===== config.mk =====
export PLATFORM = sky130hd
export DESIGN_NAME = joystick_adc_spi
export DESIGN_NICKNAME = d
export VERILOG_FILES = /design/src/rtl/joystick_adc_spi.sv
export SDC_FILE = /design/constraint.sdc
export NUM_CORES = 1
export LEC_CHECK = 0
export BUFFER_PORTS_ARGS = -buffer_cell sky130_fd_sc_hd__buf_2
export CAP_MARGIN = 15
export CORE_AREA = 2 2 96 98
export DETAILED_ROUTE_END_ITERATION = 8
export DIE_AREA = 0 0 98 100
export GPL_TIMING_DRIVEN = 1
export PLACE_DENSITY = 0.5
export SYNTH_ARGS = -nofsm -noshare
export SYNTH_HDL_FRONTEND = slang
export SYNTH_SLANG_ARGS = --single-unit

===== constraint.sdc =====
create_clock -name clk_in -period 3 [get_ports clk_in]
set_input_delay 0.6 -clock clk_in [delete_from_list [all_inputs] [get_ports clk_in]]
set_output_delay 0.6 -clock clk_in [all_outputs]
set_load 0.01 [all_outputs]

===== src/rtl/joystick_adc_spi.sv =====
// SPI master for an MCP3002-class 2-channel 10-bit ADC: alternately converts channel 0 (X)
// and channel 1 (Y), paced by ticks derived from the clock divider's square wave.
module joystick_adc_spi #(
   parameter int GAP_TICKS = 2
) (
   input  logic       clk_in,
   input  logic       rst,
   input  logic       clk_div,
   input  logic       en,
   input  logic       miso,
   output logic       cs_n,
   output logic       sck,
   output logic       mosi,
   output logic [9:0] x_val,
   output logic [9:0] y_val,
   output logic       xy_valid,
   output logic       busy
);

   localparam int GAP_W = (GAP_TICKS > 1) ? $clog2(GAP_TICKS) : 1;

   typedef enum logic [2:0] {IDLE, SETUP, SHIFT, HOLD, GAP} state_t;

   state_t           state;
   logic             clk_div_p0, clk_div_p1, clk_div_p2;
   logic             tick;
   logic [4:0]       half_cnt;
   logic [4:0]       half_nxt;
   logic [GAP_W-1:0] gap_cnt;
   logic             ch;
   logic             sample;
   logic [9:0]       shift_p0;

   // Start, single-ended, channel select, MSB-first; the rest of the frame is don't-care (0).
   function automatic logic cmd_bit(input logic [3:0] bit_idx, input logic ch_sel);
      case (bit_idx)
         4'd0, 4'd1, 4'd3: cmd_bit = 1'b1;
         4'd2:             cmd_bit = ch_sel;
         default:          cmd_bit = 1'b0;
      endcase
   endfunction

   // Stage p0/p1: synchroniser; p2: edge register
   always_ff @(posedge clk_in or posedge rst) begin
      if (rst) begin
         clk_div_p0 <= 1'b0;
         clk_div_p1 <= 1'b0;
         clk_div_p2 <= 1'b0;
      end else begin
         clk_div_p0 <= clk_div;
         clk_div_p1 <= clk_div_p0;
         clk_div_p2 <= clk_div_p1;
      end
   end

   assign tick     = clk_div_p1 & ~clk_div_p2;
   assign half_nxt = half_cnt + 5'd1;

   // Only SPI bits 5..14 (D9..D0) are captured, on the sck-rising step of each bit.
   assign sample = tick && (state == SHIFT) && !half_cnt[0] &&
                   (half_cnt[4:1] >= 4'd5) && (half_cnt[4:1] <= 4'd14);

   always_ff @(posedge clk_in) begin
      if (sample)
         shift_p0 <= {shift_p0[8:0], miso};
   end

   always_ff @(posedge clk_in or posedge rst) begin
      if (rst) begin
         state    <= IDLE;
         cs_n     <= 1'b1;
         sck      <= 1'b0;
         mosi     <= 1'b0;
         x_val    <= '0;
         y_val    <= '0;
         xy_valid <= 1'b0;
         busy     <= 1'b0;
         ch       <= 1'b0;
         half_cnt <= '0;
         gap_cnt  <= '0;
      end else begin
         xy_valid <= 1'b0;
         if (tick) begin
            case (state)
               IDLE: begin
                  if (en) begin
                     state <= SETUP;
                     cs_n  <= 1'b0;
                     busy  <= 1'b1;
                     mosi  <= cmd_bit(4'd0, ch);
                  end
               end
               SETUP: begin
                  state    <= SHIFT;
                  half_cnt <= '0;
               end
               SHIFT: begin
                  if (half_cnt == 5'd31) begin
                     state <= HOLD;
                     sck   <= 1'b0;
                     mosi  <= 1'b0;
                     if (ch) begin
                        y_val    <= shift_p0;
                        xy_valid <= 1'b1;
                     end else begin
                        x_val <= shift_p0;
                     end
                  end else begin
                     half_cnt <= half_nxt;
                     sck      <= half_nxt[0];
                     if (!half_nxt[0])
                        mosi <= cmd_bit(half_nxt[4:1], ch);
                  end
               end
               HOLD: begin
                  state   <= GAP;
                  cs_n    <= 1'b1;
                  gap_cnt <= '0;
                  ch      <= ~ch;
               end
               GAP: begin
                  if (gap_cnt == GAP_W'(GAP_TICKS - 1)) begin
                     if (en) begin
                        state <= SETUP;
                        cs_n  <= 1'b0;
                        mosi  <= cmd_bit(4'd0, ch);
                     end else begin
                        state <= IDLE;
                        busy  <= 1'b0;
                     end
                  end else begin
                     gap_cnt <= gap_cnt + GAP_W'(1);
                  end
               end
               default: state <= IDLE;
            endcase
         end
      end
   end

endmodule

Yosys cells after proc, flatten, opt, wreduce, memory -nomap -nowiden
Cells that the tools add are included.
{"block": "op_classes", "addsub": 2, "multipliers": 0, "div": 0, "order_cmp": 2, "eq_ne": 14, "shift": 0, "mux": 27, "n_bitwise": 3, "n_reduce_logical": 23}
{"operator": "1-bit two-way mux", "count": 16}
{"operator": "4-bit AND reduction", "count": 4}
{"operator": "3-bit case mux with 5 select lines", "count": 1}
{"operator": "5-bit case mux with 2 select lines", "count": 1}
{"operator": "3-bit two-way mux", "count": 3}
{"operator": "4-bit by 2-bit equality test with 1-bit output (second input constant)", "count": 2}
{"operator": "2-bit inequality test (second input constant)", "count": 4}
{"operator": "3-bit by 2-bit equality test with 1-bit output (second input constant)", "count": 2}
{"operator": "1-bit case mux with 2 select lines", "count": 3}
{"operator": "1-bit case mux with 3 select lines", "count": 2}
{"operator": "2-bit AND reduction", "count": 3}
{"operator": "3-bit AND reduction", "count": 2}
{"operator": "2-bit nonzero test", "count": 3}
{"operator": "3-bit nonzero test", "count": 2}
{"operator": "5-bit by 1-bit adder with 5-bit output (second input constant)", "count": 1}
{"operator": "5-bit equality test (second input constant)", "count": 1}
{"operator": "5-bit two-way mux", "count": 1}
{"operator": "5-bit AND reduction", "count": 1}
{"operator": "4-bit by 1-bit equality test with 1-bit output (second input constant)", "count": 1}
{"operator": "4-bit by 3-bit greater-or-equal comparator with 1-bit output (second input constant)", "count": 1}
{"operator": "4-bit less-or-equal comparator (second input constant)", "count": 1}
{"operator": "1-bit logical AND", "count": 4}
{"operator": "4-bit zero test", "count": 1}
{"operator": "3-bit by 1-bit equality test with 1-bit output (second input constant)", "count": 1}
{"operator": "other kinds (9)", "count": 10}
{"block": "totals", "register_bits": 48, "latchBits": 0, "ram_bits": 0, "romBits": 0, "out_inout_bits": 25, "n_memories": 0}

Logic depth before layout (Yosys ltp)
{"block": "logic_depth", "word_depth": 7, "mapped_depth": 7, "depth_no_buf": 7}

Worst setup path after synthesis
OpenSTA, ideal clock, no wires.
{"block": "synth_timing", "path_type": "register to register", "startpoint": "register state[0]", "endpoint": "register shift_p0[0], enable pin", "setup_ps": 403, "arrival_time_ps": 1853, "required_time_ps": 2597, "path_slack_ps": 743, "stages_incl_launch_ff": 4, "synth_period_minus_slack_ps": 2257, "cell_sequence": "dfrtp_1 > buf_2 > buf_2 > nor4_1"}
{"block": "synth_via", "elab_chain_len": 5}
{"item": "start, declared", "line": "24", "source": "state_t state;"}
{"item": "start signal, assigned", "line": "70", "source": "state <= IDLE;"}
{"item": "start signal, assigned", "line": "87", "source": "state <= SETUP;"}
{"item": "start signal, assigned", "line": "94", "source": "state <= SHIFT;"}
{"item": "3-bit by 2-bit equality test with 1-bit output", "line": "60", "source": "assign sample = tick && (state == SHIFT) && !half_cnt[0] &&"}
{"item": "1-bit logical AND (3 in series)", "line": "60"}
{"item": "1-bit logical AND", "line": "61", "source": "(half_cnt[4:1] >= 4'd5) && (half_cnt[4:1] <= 4'd14);"}
{"item": "named net sample", "line": "31", "source": "logic sample;"}
{"item": "end signal, assigned", "line": "65", "source": "shift_p0 <= {shift_p0[8:0], miso};"}
{"item": "end, declared", "line": "32", "source": "logic [9:0] shift_p0;"}
The timed path passes the listed nets, and every way through them passes these cells.
A chain may end at the register's enable or synchronous reset.

Final worst setup path
{"block": "layout_timing", "startpoint": "register half_cnt[0]", "endpoint": "register y_val[9]"}
{"block": "layout_via", "elab_chain_len": 2}
{"item": "start, declared", "line": "27", "source": "logic [4:0] half_cnt;"}
{"item": "start signal, assigned", "line": "109", "source": "half_cnt <= half_nxt;"}
{"item": "5-bit equality test", "line": "98", "source": "if (half_cnt == 5'd31) begin"}
{"item": "4-bit AND reduction (no line)"}
{"item": "end signal, assigned", "line": "103", "source": "y_val <= shift_p0;"}
{"item": "end, declared", "line": "15", "source": "output logic [9:0] y_val,"}
Every way passes these cells.

==> summary.txt <==
Final layout
  – Number of fill cells: 906
  – Area growth syn-to-layout: 18.55%
  – Layout Cells excl Fill: 300
  – Fraction of layout cells with a size suffix above 1: 0.3651
  – N_diodes: 0
  – Fin util: 0.2833
  – Final net count: 195

Hold path
  – HP Class: flip-flop to flip-flop
  – Hold path depth: 0
  – Hold endpoint: clk_div_p1$_DFF_PP0_
  – Hold_sp: clk_div_p0$_DFF_PP0_

Status
  – Status: complete, no violations

Synth
  – Cell area after synthesis: 2125 um^2
  – Largest area contributor in the netlist: dfrtp_1
  – Synth Register Bits: 48
  – Main flop type after synthesis: dfrtp_1
  – Net Count, Synth: 163
  – Synth cell types: 42
  – Count leader, synth: dfrtp_1
  – Post-synth EDFFs: 10
  – Area contributors post-synth: dfrtp_1 44%, edfxtp_1 14%, mux2_4 13%
  – Async set-reset flop share out of synthesis: 0.7917
  – YS warnings: 0
  – Syn Area/Cell: 13.62 um^2
  – Synth top cells by count: 37 x dfrtp_1, 19 x mux2_4, 10 x edfxtp_1
  – Synth top area share: 0.4358
  – Mapped Cells: 156
  – Sequential fraction of the synthesis area: 0.5895

CTS
  – Clock transition at path regs: 0.09 ns
  – Postcts setup bufs: 0
  – CTS tree: yes
  – Num CTS Buffers: 5
  – CTS Sinks: 48
  – Worst-Skew Late Latency: 0.30 ns
  – Longest Clk Path Bufs: 2
  – CTS-repair resized insts: 0
  – H-tree depth: 2
  – CTS root buffer: clkbuf_8
  – CTS hold repair buffers: 0

Flow run
  – Max-Cap Viols: 0

Drt
  – Drt wl/cell: 13.59 um
  – DRT Pass-1 Iters: 4
  – Drc violations: 0
  – Via/cell ratio: 4.340
  – Total wire length: 4.077 mm
  – Initial detailed-routing violation count: 123
  – Via count: 1302
  – Post-route ant nets: 0

Power
  – P_int: 1.126 mW
  – Seq pwr share: 0.515
  – Combinational power share: 0.179
  – Power Density: 641.0 nW/um^2
  – Net Sw Frac: 0.3023
  – Peak VDD IR: 200.9 uV
  – Leak Pwr: 1.180 nW
  – Clock share of power: 0.307
  – Sw Pwr: 488.1 uW

Worst setup path
  – Critical Path End Type: flip-flop
  – Worst EP required: 3.19 ns
  – Worst r2r path cells: 5
  – Cell repeated most along the worst path: ha_1
  – Reg-to-reg slack, setup: 0.88 ns
  – CP max FO: 11
  – Critical path's slowest cell: dfrtp_1
  – Critical R2R Capture: y_val[9]$_DFFE_PP0P_
  – Worst Setup Start Kind: flip-flop
  – Delay-heaviest family, CP: simple AND/OR/NAND/NOR gates
  – CP Class: flip-flop to flip-flop
  – Max incr delay on CP: 0.46 ns
  – RR Startpoint: half_cnt[0]$_DFFE_PP0P_
  – Crit path cell chain: ha_1 > and3_1 > ha_1 > nand3_2 > mux2_1
  – Worst path arrival time: 2.32 ns
  – Worst Path Buf+Inv: 0

Die
  – Die W: 98 um
  – Initial core utilization: 0.2390
  – # IOs: 30
  – Die area: 9800 um^2
  – Core box area: 8890 um^2
  – Die Ht: 100 um
  – Num rows: 35

STA
  – Relative slew margins: 0.4539
  – Fmax: 470.7 MHz
  – Setup-failing EPs final: 0
  – Fin Clk Skew: 0.009106 ns
  – Slew Viols, Final: 0
  – Final hold slack: 0.3553 ns
  – RSZ-0062 raised after global routing: no
  – Tcrit/Tclk final: 0.7082
  – Worst slew pin tran: 0.8192 ns
  – Fin crit period: 2.125 ns
  – Final Hold Fails: 0
  – Setup_tns: 0 ns

Global routing
  – Vias in the first global route: 1232
  – First-pass GRT wire length: 6.713 mm
  – Pin count of the biggest net entering global routing: 39
  – Global route overflow: 0
  – Gr usage total: 0.08705
  – Antenna violations before repair: 0

Place
  – GPL Wtd Cong: 0.7754
  – Post-DP HPWL: 2.694 mm
  – Port bufs: 29
  – Inst Count DP: 292
area by class of cell:
type | instances | area, um^2 | share of cell area
tap | 111 | 138.9 | 0.05514
inverter | 4 | 15.01 | 0.005961
clock buffer | 6 | 82.58 | 0.03279
clock inverter | 2 | 38.79 | 0.01540
timing repair buffer | 33 | 175.2 | 0.06955
multi-input combinational | 96 | 815.8 | 0.3239
sequential | 48 | 1252 | 0.4973
layout by cell type (no fill, tap or decap), types with 2 or more instances in the layout:
cell,instances
nor2_1,9
and3_1,2
a22o_1,7
edfxtp_1,10
dfrtp_1,37
nand3_1,4
nand2_1,7
buf_2,29
nor2b_1,2
a21o_1,2
clkbuf_8,6
inv_1,3
and2_1,2
ha_1,2
o21ai_1,3
xnor2_1,2
buf_4,4
a21oi_1,5
nor3_1,2
o21ai_0,9
mux2_4,19
routing by layer:
layer	global-route usage	wire [um]	up-vias
met5	0	0	-
met4	0.03526	33	0
met3	0.02228	143	4
met2	0.1233	1786	27
met1	0.1266	2113	642
li1	-	-	629
stage by stage:
| step | setup slack, ns | instance area (um^2) | power [mW] |
|---|---|---|---|
| 2_1_floorplan | 0.7433 | 2125 | 1.044 |
| 3_3_place_gp | 0.9150 | 2397 | 1.131 |
| 3_5_place_dp | 0.8793 | 2397 | 1.133 |
| 4_1_cts | 0.8568 | 2519 | 1.636 |
| 5_1_grt | 0.6866 | 2519 | 1.707 |
| 6_report | 0.8755 | 2519 | 1.614 |
worst max path at each step:
| stage | from | cells past startpoint | slack, ns | endpoint |
|---|---|---|---|---|
| 2_1_floorplan | state[0]$_DFFE_PP0P_ | 3 | 0.74 | shift_p0[0]$_DFFE_PP_ |
| 5_1_grt | half_cnt[0]$_DFFE_PP0P_ | 5 | 0.69 | y_val[9]$_DFFE_PP0P_ |
| 3_3_place_gp | half_cnt[0]$_DFFE_PP0P_ | 5 | 0.91 | y_val[9]$_DFFE_PP0P_ |
| 3_5_place_dp | half_cnt[0]$_DFFE_PP0P_ | 5 | 0.88 | y_val[9]$_DFFE_PP0P_ |
| 6_report | half_cnt[0]$_DFFE_PP0P_ | 5 | 0.88 | y_val[9]$_DFFE_PP0P_ |
| 4_1_cts | half_cnt[0]$_DFFE_PP0P_ | 5 | 0.86 | y_val[9]$_DFFE_PP0P_ |
kinds of logic after synthesis:
group,after synthesis,share of synthesized area
AOI/OAI and AO/OA,32,0.09835
xor gates and xnor gates,3,0.01237
adders and majority gates,2,0.01178
buffers and inverters,12,0.03356
DFF,48,0.5895
muxes,21,0.1449
and+or+nand+nor,38,0.1095
power groups by stage:
stage          registers [mW]  clock network (mW)  logic, mW
2_1_floorplan           0.794                   0      0.250
3_3_place_gp            0.847                   0      0.284
3_5_place_dp            0.846                   0      0.287
4_1_cts                 0.833               0.515      0.288
5_1_grt                 0.846               0.542      0.318
6_report                0.831               0.495      0.289
state kept, by name, summed over array words and instances (netlist names):
register / flops
xy_valid: 1
y_val: 10
state: 3
busy: 1
mosi: 1
sck: 1
clk_div_p0: 1
ch: 1
half_cnt: 5
shift_p0: 10
clk_div_p1: 1
cs_n: 1
gap_cnt: 1
x_val: 10
clk_div_p2: 1
(Power assumes the default switching activity.)
